### src/rtl/bank_data_pipe.sv
// -----------------------------------------------------------------------------
// bank_data_pipe
//
// Data-array access engine that sits directly behind the bank issue queue.
// It takes one issued request at a time and does the data SRAM access for
// both halves of the cacheline:
//   READ  : reads each enabled half from the SRAM and returns {half1, half0}.
//   WRITE : copies each enabled half from the write buffer into the SRAM.
//   NOP   : returns a response immediately, no array traffic.
// Exactly one response, tagged with rob_id/ch_id, is returned per request.
//
// State sequence: IDLE -> ACC0 -> ACC1 -> CAP -> RESP -> IDLE (NOP: IDLE -> RESP).
// A new request is only accepted in IDLE, so requests never overlap.
//
// Ports
//   clk_i, rst_n_i        clock, synchronous active-low reset
//   iss_*                 issue-queue head: valid/ready handshake plus fields
//   sram_*                data SRAM port; read data returns one cycle after
//                         the read strobe
//   wbuf_rd_*             write-buffer read port; data returns one cycle after
//                         the strobe
//   resp_*                response to the ROB, valid/ready handshake
// -----------------------------------------------------------------------------
module bank_data_pipe #(
  parameter int DATA_W = 64,
  parameter int SWO_W  = 7
) (
  input  logic                clk_i,
  input  logic                rst_n_i,

  input  logic                iss_valid_i,
  output logic                iss_ready_o,
  input  logic [2:0]          iss_rob_id_i,
  input  logic [1:0]          iss_ch_id_i,
  input  logic [1:0]          iss_opcode_i,
  input  logic [SWO_W-1:0]    iss_swo_i,
  input  logic [7:0]          iss_wbuf_id_i,
  input  logic [1:0]          iss_cl0_state_i,
  input  logic [1:0]          iss_cl1_state_i,

  output logic                sram_en_o,
  output logic                sram_we_o,
  output logic [SWO_W:0]      sram_addr_o,
  output logic [DATA_W-1:0]   sram_wdata_o,
  input  logic [DATA_W-1:0]   sram_rdata_i,

  output logic                wbuf_rd_en_o,
  output logic [7:0]          wbuf_rd_id_o,
  output logic                wbuf_rd_half_o,
  input  logic [DATA_W-1:0]   wbuf_rd_data_i,

  output logic                resp_valid_o,
  input  logic                resp_ready_i,
  output logic [2:0]          resp_rob_id_o,
  output logic [1:0]          resp_ch_id_o,
  output logic [2*DATA_W-1:0] resp_data_o
);

  typedef enum logic [2:0] {
    S_IDLE,
    S_ACC0,
    S_ACC1,
    S_CAP,
    S_RESP
  } state_t;

  localparam logic [1:0] OP_READ  = 2'b00;
  localparam logic [1:0] OP_WRITE = 2'b01;

  state_t             state;

  // Fields captured at the issue handshake.
  logic               is_read_q;
  logic               is_write_q;
  logic               en0_q;
  logic               en1_q;
  logic [SWO_W-1:0]   swo_q;
  logic [7:0]         wbuf_id_q;

  // Read data per half; stays zero for disabled halves, writes and NOPs.
  logic [DATA_W-1:0]  data0_q;
  logic [DATA_W-1:0]  data1_q;

  // Decode of the request at the head of the issue queue.
  logic               accept;
  logic               op_read;
  logic               op_write;
  logic               op_nop;
  logic               en0_in;
  logic               en1_in;

  assign accept   = iss_valid_i & iss_ready_o;
  assign op_read  = (iss_opcode_i == OP_READ);
  assign op_write = (iss_opcode_i == OP_WRITE);
  assign op_nop   = iss_opcode_i[1];

  // A read touches any valid half; a write only needs to move dirty halves.
  assign en0_in = op_read  ? (iss_cl0_state_i != 2'b00) :
                  op_write ? iss_cl0_state_i[1]         : 1'b0;
  assign en1_in = op_read  ? (iss_cl1_state_i != 2'b00) :
                  op_write ? iss_cl1_state_i[1]         : 1'b0;

  // Write-buffer data returns one cycle after its strobe, which is exactly
  // the cycle its SRAM write is issued, so it is forwarded straight through.
  assign sram_wdata_o = sram_we_o ? wbuf_rd_data_i : '0;

  assign resp_data_o  = {data1_q, data0_q};

  // NOTE: every register in this block uses non-blocking assignment so all
  // state and registered outputs update together at the clock edge, and the
  // case branches can read the pre-edge values of each other's state.
  always_ff @(posedge clk_i) begin
    if (!rst_n_i) begin
      state          <= S_IDLE;
      iss_ready_o    <= 1'b1;
      sram_en_o      <= 1'b0;
      sram_we_o      <= 1'b0;
      sram_addr_o    <= '0;
      wbuf_rd_en_o   <= 1'b0;
      wbuf_rd_id_o   <= '0;
      wbuf_rd_half_o <= 1'b0;
      resp_valid_o   <= 1'b0;
      resp_rob_id_o  <= '0;
      resp_ch_id_o   <= '0;
      is_read_q      <= 1'b0;
      is_write_q     <= 1'b0;
      en0_q          <= 1'b0;
      en1_q          <= 1'b0;
      swo_q          <= '0;
      wbuf_id_q      <= '0;
      data0_q        <= '0;
      data1_q        <= '0;
    end else begin
      // NOTE: strobes are single-cycle pulses; defaulting them low here means
      // each state only has to state the strobes it raises.
      sram_en_o      <= 1'b0;
      sram_we_o      <= 1'b0;
      sram_addr_o    <= '0;
      wbuf_rd_en_o   <= 1'b0;
      wbuf_rd_id_o   <= '0;
      wbuf_rd_half_o <= 1'b0;

      case (state)
        S_IDLE: begin
          if (accept) begin
            iss_ready_o   <= 1'b0;
            resp_rob_id_o <= iss_rob_id_i;
            resp_ch_id_o  <= iss_ch_id_i;
            is_read_q     <= op_read;
            is_write_q    <= op_write;
            en0_q         <= en0_in;
            en1_q         <= en1_in;
            swo_q         <= iss_swo_i;
            wbuf_id_q     <= iss_wbuf_id_i;
            data0_q       <= '0;
            data1_q       <= '0;
            if (op_nop) begin
              state        <= S_RESP;
              resp_valid_o <= 1'b1;
            end else begin
              state <= S_ACC0;
              // First access (half0) is issued for the ACC0 cycle.
              if (op_read && en0_in) begin
                sram_en_o   <= 1'b1;
                sram_addr_o <= {iss_swo_i, 1'b0};
              end
              if (op_write && en0_in) begin
                wbuf_rd_en_o   <= 1'b1;
                wbuf_rd_id_o   <= iss_wbuf_id_i;
                wbuf_rd_half_o <= 1'b0;
              end
            end
          end
        end

        S_ACC0: begin
          state <= S_ACC1;
          // Issued for ACC1: half1 read/fetch, and the half0 SRAM write that
          // consumes the write-buffer data fetched during ACC0.
          if (is_read_q && en1_q) begin
            sram_en_o   <= 1'b1;
            sram_addr_o <= {swo_q, 1'b1};
          end
          if (is_write_q && en1_q) begin
            wbuf_rd_en_o   <= 1'b1;
            wbuf_rd_id_o   <= wbuf_id_q;
            wbuf_rd_half_o <= 1'b1;
          end
          if (is_write_q && en0_q) begin
            sram_en_o   <= 1'b1;
            sram_we_o   <= 1'b1;
            sram_addr_o <= {swo_q, 1'b0};
          end
        end

        S_ACC1: begin
          state <= S_CAP;
          // Half0 read data is on sram_rdata_i during ACC1.
          if (is_read_q && en0_q) begin
            data0_q <= sram_rdata_i;
          end
          if (is_write_q && en1_q) begin
            sram_en_o   <= 1'b1;
            sram_we_o   <= 1'b1;
            sram_addr_o <= {swo_q, 1'b1};
          end
        end

        S_CAP: begin
          state        <= S_RESP;
          resp_valid_o <= 1'b1;
          if (is_read_q && en1_q) begin
            data1_q <= sram_rdata_i;
          end
        end

        S_RESP: begin
          // Response fields hold until the consumer takes them.
          if (resp_ready_i) begin
            state        <= S_IDLE;
            resp_valid_o <= 1'b0;
            iss_ready_o  <= 1'b1;
          end
        end

        default: begin
          state        <= S_IDLE;
          resp_valid_o <= 1'b0;
          iss_ready_o  <= 1'b1;
        end
      endcase
    end
  end

endmodule
### config.mk
export PLATFORM = sky130hd
export DESIGN_NAME = bank_data_pipe
export DESIGN_NICKNAME = d
export VERILOG_FILES = /design/src/rtl/bank_data_pipe.sv
export SDC_FILE = /design/constraint.sdc
export NUM_CORES = 1
export LEC_CHECK = 0
export CORE_MARGIN = 3
export CORE_UTILIZATION = 23
export CTS_BUF_LIST = sky130_fd_sc_hd__clkbuf_2
export CTS_CLUSTER_DIAMETER = 150
export CTS_CLUSTER_SIZE = 24
export DETAILED_ROUTE_END_ITERATION = 8
export SKIP_LAST_GASP = 1
export SLEW_MARGIN = 40
export SYNTH_ARGS = -nofsm -noshare
export SYNTH_HDL_FRONTEND = slang
export SYNTH_SLANG_ARGS = --single-unit
### constraint.sdc
create_clock -name clk_i -period 3 [get_ports clk_i]
set_input_delay 0.6 -clock clk_i [delete_from_list [all_inputs] [get_ports clk_i]]
set_output_delay 0.6 -clock clk_i [all_outputs]
set_load 0.05 [all_outputs]
# Word level (Yosys, flattened, before mapping)
# Index checks and enable logic that the tools add are counted.
[word_totals]
romBits = 0
ff_bits = 177
inputBits = 158
latch_bits = 0
n_memories = 0
ramBits = 0
[op_classes]
mul = 0
n_addsub = 0
n_div = 0
muxes = 46
eq_ne = 10
shift = 0
n_bitwise = 3
magnitude_cmp = 0
n_reduce_logical = 21
[op_table]
columns = ["cell", "n"]
rows = [
  ["two-way mux 64 bit", 4],
  ["case mux 64 bit (2 select lines)", 2],
  ["two-way mux 8 bit", 10],
  ["case mux 8 bit (3 select lines)", 1],
  ["two-way mux 1 bit", 19],
  ["case mux 8 bit (2 select lines)", 1],
  ["case mux 3 bit (5 select lines)", 1],
  ["inequality test 2 bit (second input constant)", 5],
  ["two-way mux 3 bit", 3],
  ["AND reduction 3 bit", 3],
  ["nonzero test 2 bit", 4],
  ["== test 3 x 2 -> 1 bit (second input constant)", 2],
  ["logical AND 1 bit", 6],
  ["case mux 1 bit (3 select lines)", 2],
  ["AND reduction 2 bit", 3],
  ["case mux 1 bit (2 select lines)", 2],
  ["case mux 1 bit (4 select lines)", 1],
  ["AND reduction 4 bit", 1],
  ["== test 3 x 1 -> 1 bit (second input constant)", 1],
  ["== test 3 bit (second input constant)", 1],
  ["logical NOT 3 bit", 1],
  ["OR reduction 3 bit", 1],
  ["== test 2 x 1 -> 1 bit (second input constant)", 1],
  ["logical NOT 2 bit", 1],
  ["3 further kinds", 4],
]

# Logic depth before layout (Yosys ltp)
# Gate-level depths: netlist (run 1).
[depth]
ltp_word = 8
mapped_depth = 6
mapped_depth_nobuf = 3

# Least setup slack after synthesis (run 1)
# OpenSTA, ideal clock, no wires.
[synth_path]
kind = "reg-to-output"
start = "register sram_we_o"
end = "output port sram_wdata_o[10]"
path_slack_ns = 0.851
stages_incl_launch_ff = 4
arrival_time_ns = 1.549
required_time_ns = 2.400
path_cell_list = "dfxtp_1 -> clkbuf_1 -> clkbuf_1 -> and2_1"
[synth_between]
elab_chain_cells = 1
[synth_lines]
columns = ["item", "line_no", "source"]
rows = [
  ["from (decl)", "42", "output logic sram_we_o,"],
  ["from (signal assigned)", "117", "sram_we_o <= 1'b0;"],
  ["from (signal assigned)", "137", "sram_we_o <= 1'b0;"],
  ["from (signal assigned)", "191", "sram_we_o <= 1'b1;"],
  ["two-way mux 64 bit", "105", "assign sram_wdata_o = sram_we_o ? wbuf_rd_data_i : '0;"],
  ["to (decl)", "44", "output logic [DATA_W-1:0] sram_wdata_o,"],
]
# Every way passes these cells.

# Final worst setup path (run 1)
[layout_path]
start = "register iss_ready_o"
end = "output port iss_ready_o"
[layout_rtl]
columns = ["item", "line_no", "source"]
rows = [
  ["from (decl)", "32", "output logic iss_ready_o,"],
  ["from (signal assigned)", "115", "iss_ready_o <= 1'b1;"],
  ["from (signal assigned)", "146", "iss_ready_o <= 1'b0;"],
  ["from (signal assigned)", "222", "iss_ready_o <= 1'b1;"],
]
# No word-level cell between the ends.

==> results of run 1 <==
## final timing paths
check,slack [ns],depth (start not counted),endpoint,startpoint
min reg2reg,0.48,2,data0_q[40],data0_q[40]
min,0.20,3,state[1],rst_n_i
max,0.34,1,iss_ready_o,iss_ready_o
max reg2reg,0.90,4,data1_q[44],en1_q
## power groups by stage
stage               Clock, mW  Combinational (mW)  Sequential (mW)
floorplan                   0               0.382             2.57
global placement            0               0.838             2.49
detailed placement          0               0.840             2.49
CTS                      1.36               0.844             2.45
global route             1.44               0.892             2.46
finish                   1.28               0.836             2.45
## metal layers
metal	track usage [%]	routed length (microns)	vias to the layer above
met4	3.75	359	0
met5	0	0	-
met1	19.2	11000	3099
li1	-	-	3204
met3	2.66	1280	18
met2	24.5	12300	204
## stage by stage
| stage | instances | worst slack [ns] |
|---|---|---|
| after global placement | 1440 | 0.633 |
| after global routing | 1474 | 0.141 |
| final | 1474 | 0.336 |
| after floorplan | 720 | 0.851 |
| after CTS | 1472 | 0.213 |
| after detailed placement | 1440 | 0.586 |
## sequential cells by signal, indices dropped and copies added (netlist names), 2 cells and up
register and cells:
resp_ch_id_o 2, swo_q 7, wbuf_id_q 8, sram_addr_o 8
wbuf_rd_id_o 8, data1_q 64, state 3, data0_q 64
resp_rob_id_o 3
## cell type report
class                           instances  area share [%]
Clock inverter                         14            1.41
Inverter                               11           0.370
Antenna cell                            2          0.0449
Sequential cell                       177            31.8
Clock buffer                           18           0.808
Tap cell                              390            4.38
Timing Repair Buffer                  391            33.7
Multi-Input combinational cell        471            27.5
## cell families after synthesis
logic type / Yosys count
compound gates: 144
flops: 177
buf+inv: 72
xor+xnor: 1
mux: 64
simple gates: 262
## layout by cell type (no fill, tap or decap), types with 2 or more instances in the layout
cell,netlist,final
clkdlybuf4s50_1,0,310
dfxtp_1,177,177
nand2_1,138,138
buf_4,1,76
a22o_1,72,72
and2_1,64,64
mux2i_1,64,64
a21oi_1,27,27
o21ai_0,26,26
nand3_1,21,21
clkbuf_2,0,18
inv_1,9,9
nand4_1,8,8
o221ai_1,7,7
inv_8,0,5
nor2_1,4,4
inv_6,0,4
buf_12,0,4
and3b_1,3,3
clkinv_8,0,3
diode_2,0,2
inv_2,2,2
or3b_1,2,2
nand3b_1,2,2
and4_1,2,2
nor2b_1,2,2
or3_1,2,2
a221oi_1,2,2
a211oi_1,2,2
o2111ai_1,2,2
clkinv_4,0,2
==> summary.md, run 1 <==
| Metric | Value |
|---|---|
| Vias in the first global route | 6254 |
| Synth async-reset ratio | 0% |
| Mux cell area share after synthesis | 9.18% |
| Relative slew slack | 60.4% |
| Mapped Area | 6980 sq um |
| Vias per std cell | 4.43 |
| Detailed Place HPWL | 18100 microns |
| Post-synth EDFFs | 0 |
| Critical-path cell list | clkdlybuf4s50_1 |
| Critical path class | register to output port |
| CP top delay family | buffers and inverters |
| Pwr Density | 409 nW/um^2 |
| Reg power frac | 53.6% |
| Die Wd | 180 microns |
| Port bufs | 376 |
| Post-CTS Setup Inserts | 0 |
| CP Data Required Time | 2.40 ns |
| Fin. max-slew vios | 0 |
| Die height | 180 microns |
| Max frequency | 375 MHz |
| Synthesized instance count | 720 |
| Outcome | complete, no violations |
| Fill cells | 3014 |
| Post-synth top area share | 50.8% |
| Net Count, Synth | 878 |
| Fin crit period | 2.66 ns |
| Max Cap Viol | 0 |
| Number of distinct library cells after synthesis | 47 |
| Multi-input gate area | 3070 sq um |
| Final setup fails | 0 |
| Register area | 3540 sq um |
| Synth area leader | dfxtp_1 |
| CP max-delay cell | clkdlybuf4s50_1 |
| Min-Delay Path Class | input port to register |
| Clock buffer depth | 2 |
| Int Power | 3.09 mW |
| Depth of the CTS H-tree | 4 |
| Row count | 63 |
| Sequential share of the synthesized area | 50.8% |
| Core Region | 29800 sq um |
| Synth Register Bits | 177 |
| Post-route DRC | 0 |
| Starting density of the core | 23.4% |
| Critical path's largest stage delay | 0.85 ns |
| Antenna viol nets, final | 0 |
| Root Buffer | clkbuf_2 |
| 1st-iter DRT viols | 323 |
| GR Util All Layers | 14.5% |
| Final instance area | 11200 sq um |
| Area contributors post-synth | dfxtp_1, mux2i_1, a22o_1, nand2_1, and2_1 |
| Final RePlAce weighted congestion | 0.805 |
| Proportion of layout cells with a drive suffix above 1 | 11.5% |
| Clk pin slew, worst setup/hold paths | 0.30 ns |
| Final Hold Fails | 0 |
| Commonest cells in the netlist | dfxtp_1, nand2_1, a22o_1 |
| Synth Area in Simple Gates | 19.0% |
| CP Data Arrival Time | 2.06 ns |
| Warnings from Yosys | 0 |
| Main synth FF type | dfxtp_1 |
| Worst Tran Pin Value | 0.595 ns |
| Sw frac | 32.3% |
| Placed Instance Area | 10900 sq um |
| Initial antenna violation count | 2 |
| CTS tree | yes |
| Switch Pwr | 1.47 mW |
| Type of origin of the critical path | register |
| Most numerous cell in the Yosys netlist | dfxtp_1 |
| Clock Power Share | 28.0% |
| CP max FO | 6 |
| Via Count | 6525 |
| Total gr overflow | 0 |
| Post-synthesis adder-cell area fraction | 0% |
| Clk sink count | 177 |
| Avg Synthesized Cell Area | 9.69 sq um |
| Detailed-router iteration count before antenna repair | 7 |
| Leakage power | 4.39 nW |
| Final TNS setup | 0 ns |
| Logic pwr share | 18.3% |
| Post-Synth XOR/XNOR Area | 0.126% |
| CTS hold repair buffers | 0 |
| Main combinational cell family by area after synthesis | simple AND/OR/NAND/NOR gates |
| Pin count of the biggest net entering global routing | 66 |
| Final net count | 1227 |
| CP bufs+invs | 1 |
| Clk_skew | 0.0554 ns |
| Critical Path End Type | output port |
| Full die area | 32500 sq um |
| Peak supply drop | 0.257 mV |
| Post-synthesis compound-gate area fraction | 15.3% |
| I/O pins | 377 |
| Clock insertion delay at the later pin of the skew report | 0.72 ns |
| Total chip power | 4.56 mW |
| RSZ-0062 raised after global routing | false |
| Crit share post-route | 88.8% |
| Worst hold slack | 0.198 ns |
| CTS Buf Count | 17 |
| Area growth, synth to finish | 59.8% |
| CTS resizes | 0 |
| Final WL | 25000 microns |
| Global-route wire length before repair | 38100 microns |
| Layout Utilization | 37.4% |
| DR WL/cell | 17.0 microns |
Power figures use the tool's default switching activity.
==> inputs of run 2 (changes only) <==
--- a/config.mk
+++ b/config.mk
@@ -5,6 +5,7 @@
 export SDC_FILE = /design/constraint.sdc
 export NUM_CORES = 1
 export LEC_CHECK = 0
+export CAP_MARGIN = 20
 export CORE_MARGIN = 3
 export CORE_UTILIZATION = 23
 export CTS_BUF_LIST = sky130_fd_sc_hd__clkbuf_2
==> results of run 2 <==
Final layout, timing and power as in run 1 (identical DEF).
==> inputs of run 3 (changes only) <==
--- a/config.mk
+++ b/config.mk
@@ -6,14 +6,13 @@
 export NUM_CORES = 1
 export LEC_CHECK = 0
 export CAP_MARGIN = 20
-export CORE_MARGIN = 3
+export CORE_MARGIN = 2
 export CORE_UTILIZATION = 23
 export CTS_BUF_LIST = sky130_fd_sc_hd__clkbuf_2
 export CTS_CLUSTER_DIAMETER = 150
 export CTS_CLUSTER_SIZE = 24
 export DETAILED_ROUTE_END_ITERATION = 8
 export SKIP_LAST_GASP = 1
-export SLEW_MARGIN = 40
 export SYNTH_ARGS = -nofsm -noshare
 export SYNTH_HDL_FRONTEND = slang
 export SYNTH_SLANG_ARGS = --single-unit
==> run 3 against run 2 <==
  * Power grew 2.4%
  * Final area down 0.10%
  * Clock skew down 0.00070 ns
  * Clock power grew 9%
  * Via count hardly changed
  * Combinational power down 3.0%
  * Critical path type unchanged
  * Wire length rose by 0.62%
  * Highest routed layer unchanged
  * First-iteration DRC count increased by 3.1%
  * Setup slack better by 0.038 ns
  * Sequential cell count is the same
  * Die area fell by 2.2%
==> summary.md, run 3 (same netlist as run 1, synthesis figures left out) <==
| Metric | Value |
|---|---|
| Antenna viol nets, final | 0 (unchanged) |
| Core Region | 29700 sq um (-0.26%) |
| Die height | 178 microns (-1.1%) |
| Critical path class | register to output port |
| Critical R2R Capture | data1_q[60] |
| Worst Tran Pin Value | 0.650 ns (+0.0558 ns) |
| Clock buffer depth | 2 (unchanged) |
| CTS tree | yes |
| Full die area | 31700 sq um (-2.2%) |
| Final Hold Fails | 0 (unchanged) |
| I/O pins | 377 (unchanged) |
| Post-Layout Cell Count | 1474 (unchanged) |
| Die Wd | 178 microns (-1.1%) |
| Clock insertion delay at the later pin of the skew report | 0.75 ns (+0.03 ns) |
| Crit share post-route | 87.5% (-1.3 points) |
| RSZ-0062 raised after global routing | false |
| Peak supply drop | 0.258 mV (+0.44%) |
| Via Count | 6526 (+0.015%) |
| Clk_skew | 0.0547 ns (-0.000703 ns) |
| Type of origin of the critical path | register |
| Reg2Reg Setup Slack | 0.84 ns (-0.06 ns) |
| CTS resizes | 0 (unchanged) |
| Pwr Density | 419 nW/um^2 (+2.5%) |
| Final WL | 25200 microns (+0.62%) |
| Pin count of the biggest net entering global routing | 66 (unchanged) |
| Most frequent cells in the layout | clkdlybuf4s50_1, dfxtp_1, nand2_1 |
| Final setup fails | 0 (unchanged) |
| Initial antenna violation count | 1 (-1) |
| Final TNS setup | 0 ns (unchanged) |
| Fill cells | 3039 (+0.83%) |
| CTS Buf Count | 17 (unchanged) |
| Post-route DRC | 0 (unchanged) |
| Vias per std cell | 4.43 (about the same) |
| Clk sink count | 177 (unchanged) |
| Critical-path cell list | buf_4 -> and2_1 -> buf_4 |
| Final RePlAce weighted congestion | 0.770 (-4.3%) |
| Critical path's largest stage delay | 0.40 ns (-0.45 ns) |
| Proportion of layout cells with a drive suffix above 1 | 11.5% (+0.082 points) |
| Global-route wire length before repair | 37300 microns (-2.1%) |
| Detailed Place HPWL | 17700 microns (-2.2%) |
| Min-Delay Endpoint | iss_ready_o |
| Starting density of the core | 23.5% (+0.062 points) |
| 1st-iter DRT viols | 333 (+3.1%) |
| Area growth, synth to finish | 59.7% |
| GR Util All Layers | 15.2% (+0.63 points) |
| DR WL/cell | 17.1 microns (+0.62%) |
| Fin. max-slew vios | 0 (unchanged) |
| Min-Delay Path Class | input port to register |
| Post-placement cell count | 1441 (+0.069%) |
| Vias in the first global route | 6300 (+0.74%) |
| CP max FO | 65 (+59) |
| Max Cap Viol | 0 (unchanged) |
| Detailed-router iteration count before antenna repair | 4 (-3) |
| Clk pin slew, worst setup/hold paths | 0.30 ns (about the same) |
| Leakage power | 4.39 nW (about the same) |
| Fin crit period | 2.63 ns (-0.0383 ns) |
| CP max-delay cell | buf_4 |
| Port bufs | 376 (unchanged) |
| CP Data Required Time | 2.40 ns (about the same) |
| Hold Path Depth | 2 (-1) |
| Final net count | 1228 (+0.081%) |
| Largest regs | data0_q: 64 flops, data1_q: 64 flops |
| Max frequency | 381 MHz (+1.5%) |
| CP most frequent cell | buf_4 |
| Total gr overflow | 0 (unchanged) |
| Commonest non-fill, non-tap cell in the layout | clkdlybuf4s50_1 |
| Critical Path End Type | output port |
| Relative slew slack | 56.6% (-3.8 points) |
| Root Buffer | clkbuf_2 |
| CP Data Arrival Time | 2.03 ns (-0.03 ns) |
| HP Start | rst_n_i |
| CTS hold repair buffers | 0 (unchanged) |
| Post-CTS Setup Inserts | 0 (unchanged) |
| Depth of the CTS H-tree | 4 (unchanged) |
| Reg-to-reg startpoint | state[1] |
| Worst reg-to-reg path cell count | 4 (unchanged) |
| Row count | 63 (unchanged) |
| Outcome | complete, no violations |
## run 3: changes by cell type in the layout (fill, tap and decap cells not counted)
cell,before,now
clkinv_8,3,2
inv_8,5,4
diode_2,2,1
buf_4,76,80
clkinvlp_4,0,1
buf_12,4,1
bufinv_16,0,1
clkbuf_2,18,17
inv_12,0,1
## run 3: stage by stage
step	total power, mW	hold slack (ns)	worst slack, ns	area, sq um	utilization, %
CTS	4.77	0.223	0.229	11100	37.5
floorplan	2.96	0.443	0.851	6980	-
global route	4.90	0.204	0.151	11100	37.5
finish	4.67	0.327	0.375	11100	37.5
global placement	3.32	0.444	0.531	10900	36.6
detailed placement	3.32	0.450	0.466	10900	36.6
## run 3: where the power goes
group | internal (mW) | switching, mW | leakage [nW]
Clock | 0.367 | 1.03 | 0.157
Sequential | 2.42 | 0.0481 | 1.43
Combinational | 0.375 | 0.436 | 2.80
## run 3: worst max-delay path: cells and delay by family, from the launching register on
| kind | cells | cell delay (ns) |
|---|---|---|
| DFF | 1 | 0.38 |
| and+or+nand+nor | 1 | 0.28 |
| buffers and inverters | 2 | 0.63 |
## run 3: worst max path at each step
stage,startpoint,to,slack (ns),depth (start not counted)
floorplan,sram_we_o,sram_wdata_o[10],0.85,3
global placement,iss_valid_i,data1_q[49],0.53,5
detailed placement,iss_valid_i,data1_q[49],0.47,5
CTS,data0_q[25],resp_data_o[25],0.23,1
global route,sram_we_o,sram_wdata_o[10],0.15,3
finish,sram_we_o,sram_wdata_o[10],0.37,3
## run 3: area by class of cell
class | count | area [sq um] | share of cell area (%)
timing repair buffer | 392 | 3730 | 33.5
sequential | 177 | 3540 | 31.8
multi-input combinational | 471 | 3070 | 27.5
tap | 390 | 488 | 4.38
clock inverter | 15 | 184 | 1.65
clock buffer | 17 | 85.1 | 0.764
inverter | 11 | 41.3 | 0.371
antenna | 1 | 2.50 | 0.0225
## run 3: layer usage
metal,GRT usage (%),routed length [microns],up-vias
met5,0,0,-
met4,4.99,543,0
met3,2.90,1400,29
met2,25.7,12300,192
met1,19.3,10900,3109
li1,-,-,3196
